### config.mk
export PLATFORM = sky130hd
export DESIGN_NAME = pipelined_adder
export DESIGN_NICKNAME = d
export VERILOG_FILES = /design/src/rtl/pipelined_adder_pkg.sv /design/src/rtl/pipelined_adder_stage.sv /design/src/rtl/pipelined_adder.sv
export SDC_FILE = /design/constraint.sdc
export NUM_CORES = 1
export LEC_CHECK = 0
export CAP_MARGIN = 20
export CORE_MARGIN = 8
export CORE_UTILIZATION = 66
export CTS_CLUSTER_DIAMETER = 120
export CTS_CLUSTER_SIZE = 10
export DETAILED_ROUTE_END_ITERATION = 8
export PLACE_DENSITY = 0.93
export SYNTH_ARGS = -nofsm -noshare
export SYNTH_HDL_FRONTEND = slang
export SYNTH_HIERARCHICAL = 1
export SYNTH_SLANG_ARGS = --single-unit
export TNS_END_PERCENT = 20
### constraint.sdc
create_clock -name clk -period 4.9 [get_ports clk]
set_clock_uncertainty 0.15 [all_clocks]
set_input_delay 1.47 -clock clk [delete_from_list [all_inputs] [get_ports clk]]
set_output_delay 1.47 -clock clk [all_outputs]
set_load 0.02 [all_outputs]
### src/rtl/pipelined_adder_pkg.sv
// Shared definitions for the segmented pipelined add/subtract unit:
// operation mode encodings, default widths and the stage-count helper.
package pipelined_adder_pkg;

  typedef enum logic {
    MODE_ADD = 1'b0,
    MODE_SUB = 1'b1
  } mode_e;

  localparam int DEF_ADDER_SIZE = 32;
  localparam int DEF_SEG_SIZE   = 8;

  function automatic int stage_count(input int adder_size, input int seg_size);
    return adder_size / seg_size;
  endfunction

endpackage

### src/rtl/pipelined_adder_stage.sv
// One pipeline stage: adds segment IDX using the carry registered by the
// previous stage and registers carry, operands, partial result and flags.
module pipelined_adder_stage
  import pipelined_adder_pkg::*;
#(
  parameter int ADDER_SIZE = DEF_ADDER_SIZE,
  parameter int SEG_SIZE   = DEF_SEG_SIZE,
  parameter int IDX        = 0
) (
  input  logic                  clk,
  input  logic                  rst_n,
  input  logic                  i_flush,
  input  logic                  i_advance,
  input  logic                  i_valid,
  input  logic                  i_carry,
  input  logic                  i_zero,
  input  logic [ADDER_SIZE-1:0] i_a,
  input  logic [ADDER_SIZE-1:0] i_b,
  input  logic [ADDER_SIZE-1:0] i_res,
  output logic                  o_valid,
  output logic                  o_carry,
  output logic                  o_zero,
  output logic                  o_overflow,
  output logic [ADDER_SIZE-1:0] o_a,
  output logic [ADDER_SIZE-1:0] o_b,
  output logic [ADDER_SIZE-1:0] o_res
);

  localparam int OFF = IDX * SEG_SIZE;
  localparam int MSB = OFF + SEG_SIZE - 1;

  logic [SEG_SIZE:0]     w_sum;
  logic [ADDER_SIZE-1:0] w_res;
  logic                  w_cin_msb;

  logic                  r_valid;
  logic                  r_carry;
  logic                  r_zero;
  logic                  r_overflow;
  logic [ADDER_SIZE-1:0] r_a;
  logic [ADDER_SIZE-1:0] r_b;
  logic [ADDER_SIZE-1:0] r_res;

  assign w_sum = {1'b0, i_a[OFF +: SEG_SIZE]} + {1'b0, i_b[OFF +: SEG_SIZE]}
               + {{SEG_SIZE{1'b0}}, i_carry};
  // Segment bits of i_res are still zero here, so OR-ing the new segment in is exact.
  assign w_res = i_res | (ADDER_SIZE'(w_sum[SEG_SIZE-1:0]) << OFF);
  assign w_cin_msb = i_a[MSB] ^ i_b[MSB] ^ w_sum[SEG_SIZE-1];

  always_ff @(posedge clk or negedge rst_n) begin
    if (!rst_n) begin
      r_valid    <= 1'b0;
      r_carry    <= 1'b0;
      r_zero     <= 1'b0;
      r_overflow <= 1'b0;
      r_a        <= '0;
      r_b        <= '0;
      r_res      <= '0;
    end else if (i_flush) begin
      r_valid <= 1'b0;
    end else if (i_advance) begin
      r_valid <= i_valid;
      // Bubbles leave the data registers alone so outputs stay quiet between results.
      if (i_valid) begin
        r_carry    <= w_sum[SEG_SIZE];
        r_zero     <= i_zero && (w_sum[SEG_SIZE-1:0] == '0);
        r_overflow <= w_cin_msb ^ w_sum[SEG_SIZE];
        r_a        <= i_a;
        r_b        <= i_b;
        r_res      <= w_res;
      end
    end
  end

  assign o_valid    = r_valid;
  assign o_carry    = r_carry;
  assign o_zero     = r_zero;
  assign o_overflow = r_overflow;
  assign o_a        = r_a;
  assign o_b        = r_b;
  assign o_res      = r_res;

endmodule

### src/rtl/pipelined_adder.sv
// Pipelined add/subtract unit: STAGES carry-registered segments behind a
// valid/ready handshake with one global stall signal.
module pipelined_adder
  import pipelined_adder_pkg::*;
#(
  parameter int ADDER_SIZE = DEF_ADDER_SIZE,
  parameter int SEG_SIZE   = DEF_SEG_SIZE
) (
  input  logic                  clk,
  input  logic                  rstN,
  input  logic                  flush,
  input  logic                  inValid,
  output logic                  inReady,
  input  logic                  mode,
  input  logic [ADDER_SIZE-1:0] dIn0,
  input  logic [ADDER_SIZE-1:0] dIn1,
  output logic                  outValid,
  input  logic                  outReady,
  output logic [ADDER_SIZE-1:0] dOut,
  output logic                  overflow,
  output logic                  carryOut,
  output logic                  zero
);

  localparam int STAGES = stage_count(ADDER_SIZE, SEG_SIZE);

  if (ADDER_SIZE % SEG_SIZE != 0) begin : g_size_check
    $error("pipelined_adder: ADDER_SIZE must be a multiple of SEG_SIZE");
  end

  logic                  w_advance;
  logic                  w_sub;

  logic [STAGES-1:0]     w_in_valid;
  logic [STAGES-1:0]     w_in_carry;
  logic [STAGES-1:0]     w_in_zero;
  logic [ADDER_SIZE-1:0] w_in_a   [STAGES];
  logic [ADDER_SIZE-1:0] w_in_b   [STAGES];
  logic [ADDER_SIZE-1:0] w_in_res [STAGES];

  logic [STAGES-1:0]     w_valid;
  logic [STAGES-1:0]     w_carry;
  logic [STAGES-1:0]     w_zero;
  logic [STAGES-1:0]     w_ovf;
  logic [ADDER_SIZE-1:0] w_a   [STAGES];
  logic [ADDER_SIZE-1:0] w_b   [STAGES];
  logic [ADDER_SIZE-1:0] w_res [STAGES];

  assign w_advance = !outValid || outReady;
  assign inReady   = w_advance;
  assign w_sub     = (mode == MODE_SUB);

  for (genvar gi = 0; gi < STAGES; gi++) begin : g_stage
    if (gi == 0) begin : g_first
      // Subtraction is a + ~b + 1, with the +1 entering as segment 0's carry-in.
      assign w_in_valid[gi] = inValid;
      assign w_in_carry[gi] = w_sub;
      assign w_in_zero[gi]  = 1'b1;
      assign w_in_a[gi]     = dIn0;
      assign w_in_b[gi]     = w_sub ? ~dIn1 : dIn1;
      assign w_in_res[gi]   = '0;
    end else begin : g_chain
      assign w_in_valid[gi] = w_valid[gi-1];
      assign w_in_carry[gi] = w_carry[gi-1];
      assign w_in_zero[gi]  = w_zero[gi-1];
      assign w_in_a[gi]     = w_a[gi-1];
      assign w_in_b[gi]     = w_b[gi-1];
      assign w_in_res[gi]   = w_res[gi-1];
    end

    pipelined_adder_stage #(
      .ADDER_SIZE (ADDER_SIZE),
      .SEG_SIZE   (SEG_SIZE),
      .IDX        (gi)
    ) u_stage (
      .clk        (clk),
      .rst_n      (rstN),
      .i_flush    (flush),
      .i_advance  (w_advance),
      .i_valid    (w_in_valid[gi]),
      .i_carry    (w_in_carry[gi]),
      .i_zero     (w_in_zero[gi]),
      .i_a        (w_in_a[gi]),
      .i_b        (w_in_b[gi]),
      .i_res      (w_in_res[gi]),
      .o_valid    (w_valid[gi]),
      .o_carry    (w_carry[gi]),
      .o_zero     (w_zero[gi]),
      .o_overflow (w_ovf[gi]),
      .o_a        (w_a[gi]),
      .o_b        (w_b[gi]),
      .o_res      (w_res[gi])
    );
  end

  assign outValid = w_valid[STAGES-1];
  assign dOut     = w_res[STAGES-1];
  assign carryOut = w_carry[STAGES-1];
  assign overflow = w_ovf[STAGES-1];
  assign zero     = w_zero[STAGES-1];

endmodule

==> results of run 1 <==
-- layer usage --
metal / part of all wire [%] / vias to the layer above
li1: - / 3304
met1: 40 / 3623
met2: 51 / 282
met3: 5.2 / 68
met4: 3.5 / 0
met5: 0 / -
-- cell type report --
class | instances | area share, %
Sequential cell | 237 | 46.9
Multi-Input combinational cell | 663 | 36.3
Timing Repair Buffer | 120 | 9.31
Clock buffer | 27 | 5.34
Tap cell | 216 | 2.14
Inverter | 2 | 0.0593
Clock inverter | 1 | 0.0395
-- metrics by stage --
stage	hold slack (ns)	util (%)
floorplan	0.280	-
global placement	0.294	75.4
detailed placement	0.302	75.4
CTS	0.318	79.7
global route	0.341	79.7
finish	0.321	79.7
-- power by group --
| part | internal (mW) | switching, mW |
|---|---|---|
| sequential | 2.49 | 0.348 |
| clock | 0.961 | 0.699 |
| combinational | 0.870 | 1.05 |
-- worst paths after layout --
| kind | slack, ns | end | depth (start not counted) | start |
|---|---|---|---|---|
| max | 0.36 | inReady | 3 | outReady |
| min | 0.32 | g_stage[3].u_stage/o_res[21] | 2 | g_stage[2].u_stage/o_res[21] |
| max reg2reg | 2.00 | g_stage[1].u_stage/o_zero | 6 | g_stage[0].u_stage/o_carry |
| min reg2reg | 0.32 | g_stage[3].u_stage/o_res[21] | 2 | g_stage[2].u_stage/o_res[21] |
| max in group asynchronous | 2.87 | g_stage[0].u_stage/o_b[23] | 2 | rstN |
| min in group asynchronous | 0.84 | g_stage[0].u_stage/o_a[9] | 1 | rstN |
-- sequential cells by signal, summed over array words and instances, names as in the netlist --
name / count
g_stage.u_stage/o_res: 128
g_stage.u_stage/o_a: 48
g_stage.u_stage/o_b: 48
g_stage.u_stage/o_carry: 4
g_stage.u_stage/o_valid: 4
g_stage.u_stage/o_zero: 4
g_stage.u_stage/o_overflow: 1
-- critical path: stages --
cell             delay (ns)
clkdlybuf4s50_1        0.44
nand2b_1               0.32
clkdlybuf4s50_1        0.69
==> impl_metrics.env, run 1 <==
export IMPL_cts_setup_buffers=0
export IMPL_die_w_um=143
export IMPL_drive_gt1_share_pct=6.38
export IMPL_path_max_fanout=9
export IMPL_rows=46
export IMPL_clkLatencyLatePin_ns=0.51
export IMPL_tns_ns=0
export IMPL_fmax_mhz=220
export IMPL_critPathKind="in -> out"
export IMPL_antenna_found_initial=0
export IMPL_endpoint_kind="output pin"
export IMPL_htreeDepth=1
export IMPL_wl_um=23800
export IMPL_p_leak_nw=5.97
export IMPL_yosysWarnings=6
export IMPL_grtUsageMet2_pct=41.8
export IMPL_numClockSinks=237
export IMPL_worst_slew_pin_slew_ns=1.07
export IMPL_rsz0062_at_grt="no"
export IMPL_path_clk_slew_ns=0.05
export IMPL_hold_buffers=0
export IMPL_p_total_mw=6.42
export IMPL_core_um2=15900
export IMPL_outcome="finished, final reports clean"
export IMPL_post_cts_resized=0
export IMPL_initial_utilization_pct=67.5
export IMPL_required_ns=3.28
export IMPL_setup_violations=0
export IMPL_syn_area_um2=10700
export IMPL_place_gp_congestion=0.808
export IMPL_drt_iter0_markers=563
export IMPL_fillers=901
export IMPL_hp_class="reg -> reg"
export IMPL_ir_worst_vdd_mv=0.300
export IMPL_syn_to_final_growth_pct=18.0
export IMPL_layout_setup_ws_ns=0.359
export IMPL_die_area_um2=20600
export IMPL_p_per_area_nw_per_um2=507
export IMPL_diodes=0
export IMPL_grt_busiest_layer="met2"
export IMPL_final_area_um2=12700
export IMPL_final_cell_count_no_fill=1266
export IMPL_grt_usage_pct=23.9
export IMPL_met3_usage_pct=3.65
export IMPL_grt_pass1_wl_um=39000
export IMPL_grt_max_degree=107
export IMPL_drt_antenna_violating_nets=0
export IMPL_first_pass_iters=5
export IMPL_dp_slack_ns=0.362
export IMPL_layout_commonest_cell="nand2_1"
export IMPL_dp_cells=1238
export IMPL_fin_crit_ns=4.54
export IMPL_nets=1157
export IMPL_grt_pass1_vias=7857
export IMPL_ff_latch_area_um2=5930
export IMPL_grt_util_met1_pct=29.2
export IMPL_placed_cell_area_um2=12000
export IMPL_grt_overflow=0
export IMPL_syn_inst=927
export IMPL_finalMaxSlewViolations=0
export IMPL_cap_violations=0
export IMPL_io_pins=107
export IMPL_vias_per_cell=5.75
export IMPL_cp_start_kind="input pin"
export IMPL_multi_input_area_um2=4590
export IMPL_numPortBuffers=106
export IMPL_mostFrequentLayoutCells="239 x nand2_1, 237 x dfrtp_1, 130 x mux2_1"
export IMPL_wire_per_inst_um=18.8
export IMPL_maxSlewHeadroom_pct=28.9
export IMPL_synth_area_per_cell_um2=11.6
export IMPL_cts_buffers_inserted=27
export IMPL_dr_total_vias=7277
export IMPL_cts_buffer_depth=3
export IMPL_arrival_ns=2.92
export IMPL_cts_tree="built"
export IMPL_drc=0
export IMPL_cts_root_buf="clkbuf_16"
export IMPL_finalCritPeriodShare_pct=92.7
export IMPL_finalHoldViolations=0
export IMPL_die_h_um=143
export IMPL_hpwl_um=15300
Power figures use the tool's default switching activity.
==> run 2: changes to the inputs <==
--- a/config.mk
+++ b/config.mk
@@ -11,7 +11,7 @@
 export CTS_CLUSTER_DIAMETER = 120
 export CTS_CLUSTER_SIZE = 10
 export DETAILED_ROUTE_END_ITERATION = 8
-export PLACE_DENSITY = 0.93
+export PLACE_DENSITY = 0.88
 export SYNTH_ARGS = -nofsm -noshare
 export SYNTH_HDL_FRONTEND = slang
 export SYNTH_HIERARCHICAL = 1
==> impl_metrics.env, run 2 (same netlist as run 1, synthesis figures left out) <==
export IMPL_first_pass_iters=5
export IMPL_multi_input_area_um2=4590
export IMPL_fmax_mhz=222
export IMPL_ff_latch_area_um2=5930
export IMPL_dr_total_vias=7143
export IMPL_cts_root_buf="clkbuf_16"
export IMPL_hold_buffers=0
export IMPL_critPathKind="in -> out"
export IMPL_fin_crit_ns=4.50
export IMPL_met3_usage_pct=3.38
export IMPL_setup_violations=0
export IMPL_finalMaxSlewViolations=0
export IMPL_initial_utilization_pct=67.5
export IMPL_cts_setup_buffers=0
export IMPL_holdPathEnd="g_stage[2].u_stage/o_res[30]"
export IMPL_worst_slew_pin_slew_ns=1.03
export IMPL_grt_max_degree=107
export IMPL_path_max_fanout=9
export IMPL_numClockSinks=237
export IMPL_r2r_slack_ns=1.99
export IMPL_p_total_mw=6.37
export IMPL_path_clk_slew_ns=0.05
export IMPL_layout_commonest_cell="nand2_1"
export IMPL_cap_violations=0
export IMPL_place_gp_congestion=0.806
export IMPL_grtUsageMet2_pct=37.9
export IMPL_cp_slowest_stage_delay_ns=0.67
export IMPL_core_um2=15900
export IMPL_hold_depth=2
export IMPL_path_cells="clkdlybuf4s50_1 > nand2b_1 > clkdlybuf4s50_1"
export IMPL_p_leak_nw=5.98
export IMPL_reg2reg_depth=7
export IMPL_final_area_um2=12700
export IMPL_die_area_um2=20600
export IMPL_drt_iter0_markers=435
export IMPL_path_common_cell="clkdlybuf4s50_1"
export IMPL_reg2reg_from="g_stage[0].u_stage/o_carry"
export IMPL_p_per_area_nw_per_um2=503
export IMPL_tns_ns=0
export IMPL_clkLatencyLatePin_ns=0.51
export IMPL_nets=1157
export IMPL_largest_reg_flops=128
export IMPL_required_ns=3.28
export IMPL_grt_pass1_vias=7467
export IMPL_cts_buffer_depth=3
export IMPL_finalCritPeriodShare_pct=91.7
export IMPL_grt_usage_pct=22.2
export IMPL_io_pins=107
export IMPL_die_h_um=143
export IMPL_wire_per_inst_um=17.6
export IMPL_cts_buffers_inserted=27
export IMPL_arrival_ns=2.88
export IMPL_fin_hold_ws_ns=0.313
export IMPL_drt_antenna_violating_nets=0
export IMPL_drive_gt1_share_pct=6.38
export IMPL_diodes=0
export IMPL_rsz0062_at_grt="no"
export IMPL_endpoint_kind="output pin"
export IMPL_rows=46
export IMPL_layout_setup_ws_ns=0.405
export IMPL_grt_util_met1_pct=28.5
export IMPL_placed_cell_area_um2=12000
export IMPL_hp_class="reg -> reg"
export IMPL_cts_tree="built"
export IMPL_htreeDepth=1
export IMPL_syn_to_final_growth_pct=18.2
export IMPL_slowest_stage="clkdlybuf4s50_1"
export IMPL_final_cell_count_no_fill=1266
export IMPL_ir_worst_vdd_mv=0.311
export IMPL_min_delay_start="g_stage[1].u_stage/o_res[30]"
export IMPL_mostFrequentLayoutCells="239 x nand2_1, 237 x dfrtp_1, 130 x mux2_1"
export IMPL_finalHoldViolations=0
export IMPL_outcome="finished, final reports clean"
export IMPL_worst_r2r_endpoint="g_stage[1].u_stage/o_zero"
export IMPL_dp_cells=1238
export IMPL_fillers=941
export IMPL_wl_um=22300
export IMPL_antenna_found_initial=0
export IMPL_hpwl_um=14300
export IMPL_fin_util_pct=79.8
export IMPL_grt_busiest_layer="met2"
export IMPL_grt_pass1_wl_um=36700
export IMPL_die_w_um=143
export IMPL_numPortBuffers=106
export IMPL_drc=0
export IMPL_vias_per_cell=5.64
export IMPL_cp_start_kind="input pin"
export IMPL_post_cts_resized=0
export IMPL_maxSlewHeadroom_pct=31.6
export IMPL_dp_slack_ns=0.402
export IMPL_grt_overflow=0
-- run 2: worst max path at each step --
stage,to,slack (ns),from
after floorplan,g_stage[0].u_stage/o_zero,0.71,mode
after global placement,inReady,0.43,outReady
after detailed placement,inReady,0.40,outReady
after CTS,inReady,0.40,outReady
after global routing,inReady,0.32,outReady
final,inReady,0.40,outReady
-- run 2: cell type report --
type	count	area share, %
flip-flops and latches	237	46.8
clock inverters	1	0.0395
multi-input cells	663	36.2
repair buffers	120	9.49
well taps	216	2.13
inverters	2	0.0592
clock buffers	27	5.33
-- run 2: worst max-delay path, delay by kind of cell --
| family | cells | cell delay (ns) |
|---|---|---|
| AND/OR/NAND/NOR | 1 | 0.29 |
| buffers and inverters | 2 | 1.12 |
-- run 2: power breakdown --
| part | total, mW | internal (mW) | switching, mW | leakage, nW |
|---|---|---|---|---|
| clock | 1.65 | 0.961 | 0.694 | 0.337 |
| combinational | 1.90 | 0.870 | 1.03 | 2.76 |
| sequential | 2.81 | 2.49 | 0.325 | 2.88 |
| total | 6.37 | 4.32 | 2.05 | 5.98 |
-- run 2: metal layers --
metal / wire length [um] / vias up
li1: - / 3299
met1: 9480 / 3593
met2: 11100 / 194
met5: 0 / -
met4: 665 / 0
met3: 1060 / 57
==> run 3: changes to the inputs <==
--- a/config.mk
+++ b/config.mk
@@ -6,12 +6,14 @@
 export NUM_CORES = 1
 export LEC_CHECK = 0
 export CAP_MARGIN = 20
-export CORE_MARGIN = 8
+export CORE_MARGIN = 2
 export CORE_UTILIZATION = 66
 export CTS_CLUSTER_DIAMETER = 120
 export CTS_CLUSTER_SIZE = 10
 export DETAILED_ROUTE_END_ITERATION = 8
+export MAX_ROUTING_LAYER = met4
 export PLACE_DENSITY = 0.88
+export SKIP_LAST_GASP = 1
 export SYNTH_ARGS = -nofsm -noshare
 export SYNTH_HDL_FRONTEND = slang
 export SYNTH_HIERARCHICAL = 1
==> impl_metrics.env, run 3 (same netlist as run 1, synthesis figures left out) <==
export IMPL_first_pass_iters=5
export IMPL_endpoint_kind="output pin"
export IMPL_required_ns=3.28
export IMPL_outcome="finished, final reports clean"
export IMPL_largest_reg_flops=128
export IMPL_numClockSinks=237
export IMPL_drt_antenna_violating_nets=0
export IMPL_die_w_um=131
export IMPL_finalCritPeriodShare_pct=91.8
export IMPL_maxSlewHeadroom_pct=54.6
export IMPL_setup_violations=0
export IMPL_final_area_um2=12700
export IMPL_cts_root_buf="clkbuf_16"
export IMPL_layout_commonest_cell="nand2_1"
export IMPL_fin_util_pct=79.7
export IMPL_dr_total_vias=7143
export IMPL_placed_cell_area_um2=12000
export IMPL_finalHoldViolations=0
export IMPL_critPathKind="in -> out"
export IMPL_rsz0062_at_grt="no"
export IMPL_slowest_stage="clkdlybuf4s50_1"
export IMPL_arrival_ns=2.88
export IMPL_nets=1154
export IMPL_cts_buffer_depth=3
export IMPL_tns_ns=0
export IMPL_post_cts_resized=0
export IMPL_rows=46
export IMPL_die_area_um2=17300
export IMPL_diodes=0
export IMPL_path_common_cell="clkdlybuf4s50_1"
export IMPL_hold_buffers=0
export IMPL_drt_iter0_markers=445
export IMPL_clkLatencyLatePin_ns=0.51
export IMPL_antenna_found_initial=0
export IMPL_die_h_um=131
export IMPL_wl_um=22100
export IMPL_worst_slew_pin_slew_ns=0.681
export IMPL_drive_gt1_share_pct=6.11
export IMPL_finalMaxSlewViolations=0
export IMPL_numPortBuffers=106
export IMPL_hp_class="reg -> reg"
export IMPL_cts_tree="built"
export IMPL_grt_max_degree=92
export IMPL_path_cells="clkdlybuf4s50_1 > nand2b_1 > clkdlybuf4s50_1"
export IMPL_io_pins=107
export IMPL_cp_slowest_stage_delay_ns=0.67
export IMPL_grt_usage_pct=27.4
export IMPL_cp_start_kind="input pin"
export IMPL_ir_worst_vdd_mv=0.291
export IMPL_fmax_mhz=222
export IMPL_htreeDepth=1
export IMPL_grt_pass1_wl_um=37500
export IMPL_syn_to_final_growth_pct=18.0
export IMPL_mostFrequentLayoutCells="239 x nand2_1, 237 x dfrtp_1, 130 x mux2_1"
export IMPL_fin_crit_ns=4.50
export IMPL_grt_pass1_vias=7559
export IMPL_drc=0
export IMPL_cap_violations=0
export IMPL_grt_overflow=0
export IMPL_place_gp_congestion=0.804
export IMPL_p_leak_nw=5.96
export IMPL_hpwl_um=14000
export IMPL_core_um2=15900
export IMPL_cts_buffers_inserted=27
export IMPL_p_total_mw=6.37
export IMPL_initial_utilization_pct=67.5
export IMPL_p_per_area_nw_per_um2=503
export IMPL_cts_setup_buffers=0
export IMPL_path_max_fanout=9
export IMPL_vias_per_cell=5.66
export IMPL_wire_per_inst_um=17.5
export IMPL_path_clk_slew_ns=0.05
## run 3: changes by cell type in the layout (fill, tap and decap cells not counted), sizes merged
| cell | change |
|---|---|
| buf | -3 |
## run 3: final timing paths
check                                             startpoint                           end  slack [ns]  depth (start not counted)
max in group asynchronous                               rstN     g_stage[0].u_stage/o_b[8]        2.84                          2
worst max register to register    g_stage[0].u_stage/o_carry     g_stage[1].u_stage/o_zero        1.98                          6
worst min register to register  g_stage[2].u_stage/o_res[10]  g_stage[3].u_stage/o_res[10]        0.31                          2
worst max-delay path                                outReady                       inReady        0.40                          3
min in group asynchronous                               rstN    g_stage[3].u_stage/o_valid        0.78                          1
worst min-delay path            g_stage[2].u_stage/o_res[10]  g_stage[3].u_stage/o_res[10]        0.31                          2
## run 3: report_power, final
| part | switching [mW] | total [mW] | internal [mW] |
|---|---|---|---|
| logic | 1.03 | 1.89 | 0.867 |
| registers | 0.335 | 2.83 | 2.49 |
| clock network | 0.690 | 1.65 | 0.961 |
| total | 2.05 | 6.37 | 4.32 |
## run 3: metal layers
metal	part of all wire (%)	track usage, %
met5	0	-
met2	50	45.8
met1	43	35.5
met3	4.1	3.51
met4	2.3	8.33
## run 3: worst max-delay path: cells and delay by family
| family | cells | cell delay (ns) |
|---|---|---|
| buffers and inverters | 2 | 1.12 |
| and+or+nand+nor | 1 | 0.29 |
## run 3: final cells by class
type,instances,area (um^2)
flip-flops and latches,237,5930
multi-input cells,663,4590
fillers,959,3220
repair buffers,117,1180
clock buffers,27,676
well taps,216,270
inverters,2,7.51
clock inverters,1,5.00
## run 3: stage by stage
stage	std cells	setup WS, ns	hold slack, ns
detailed placement	1235	0.388	0.300
finish	1263	0.400	0.310
CTS	1263	0.383	0.313
global placement	1235	0.432	0.289
global route	1263	0.349	0.333
floorplan	958	0.708	0.280
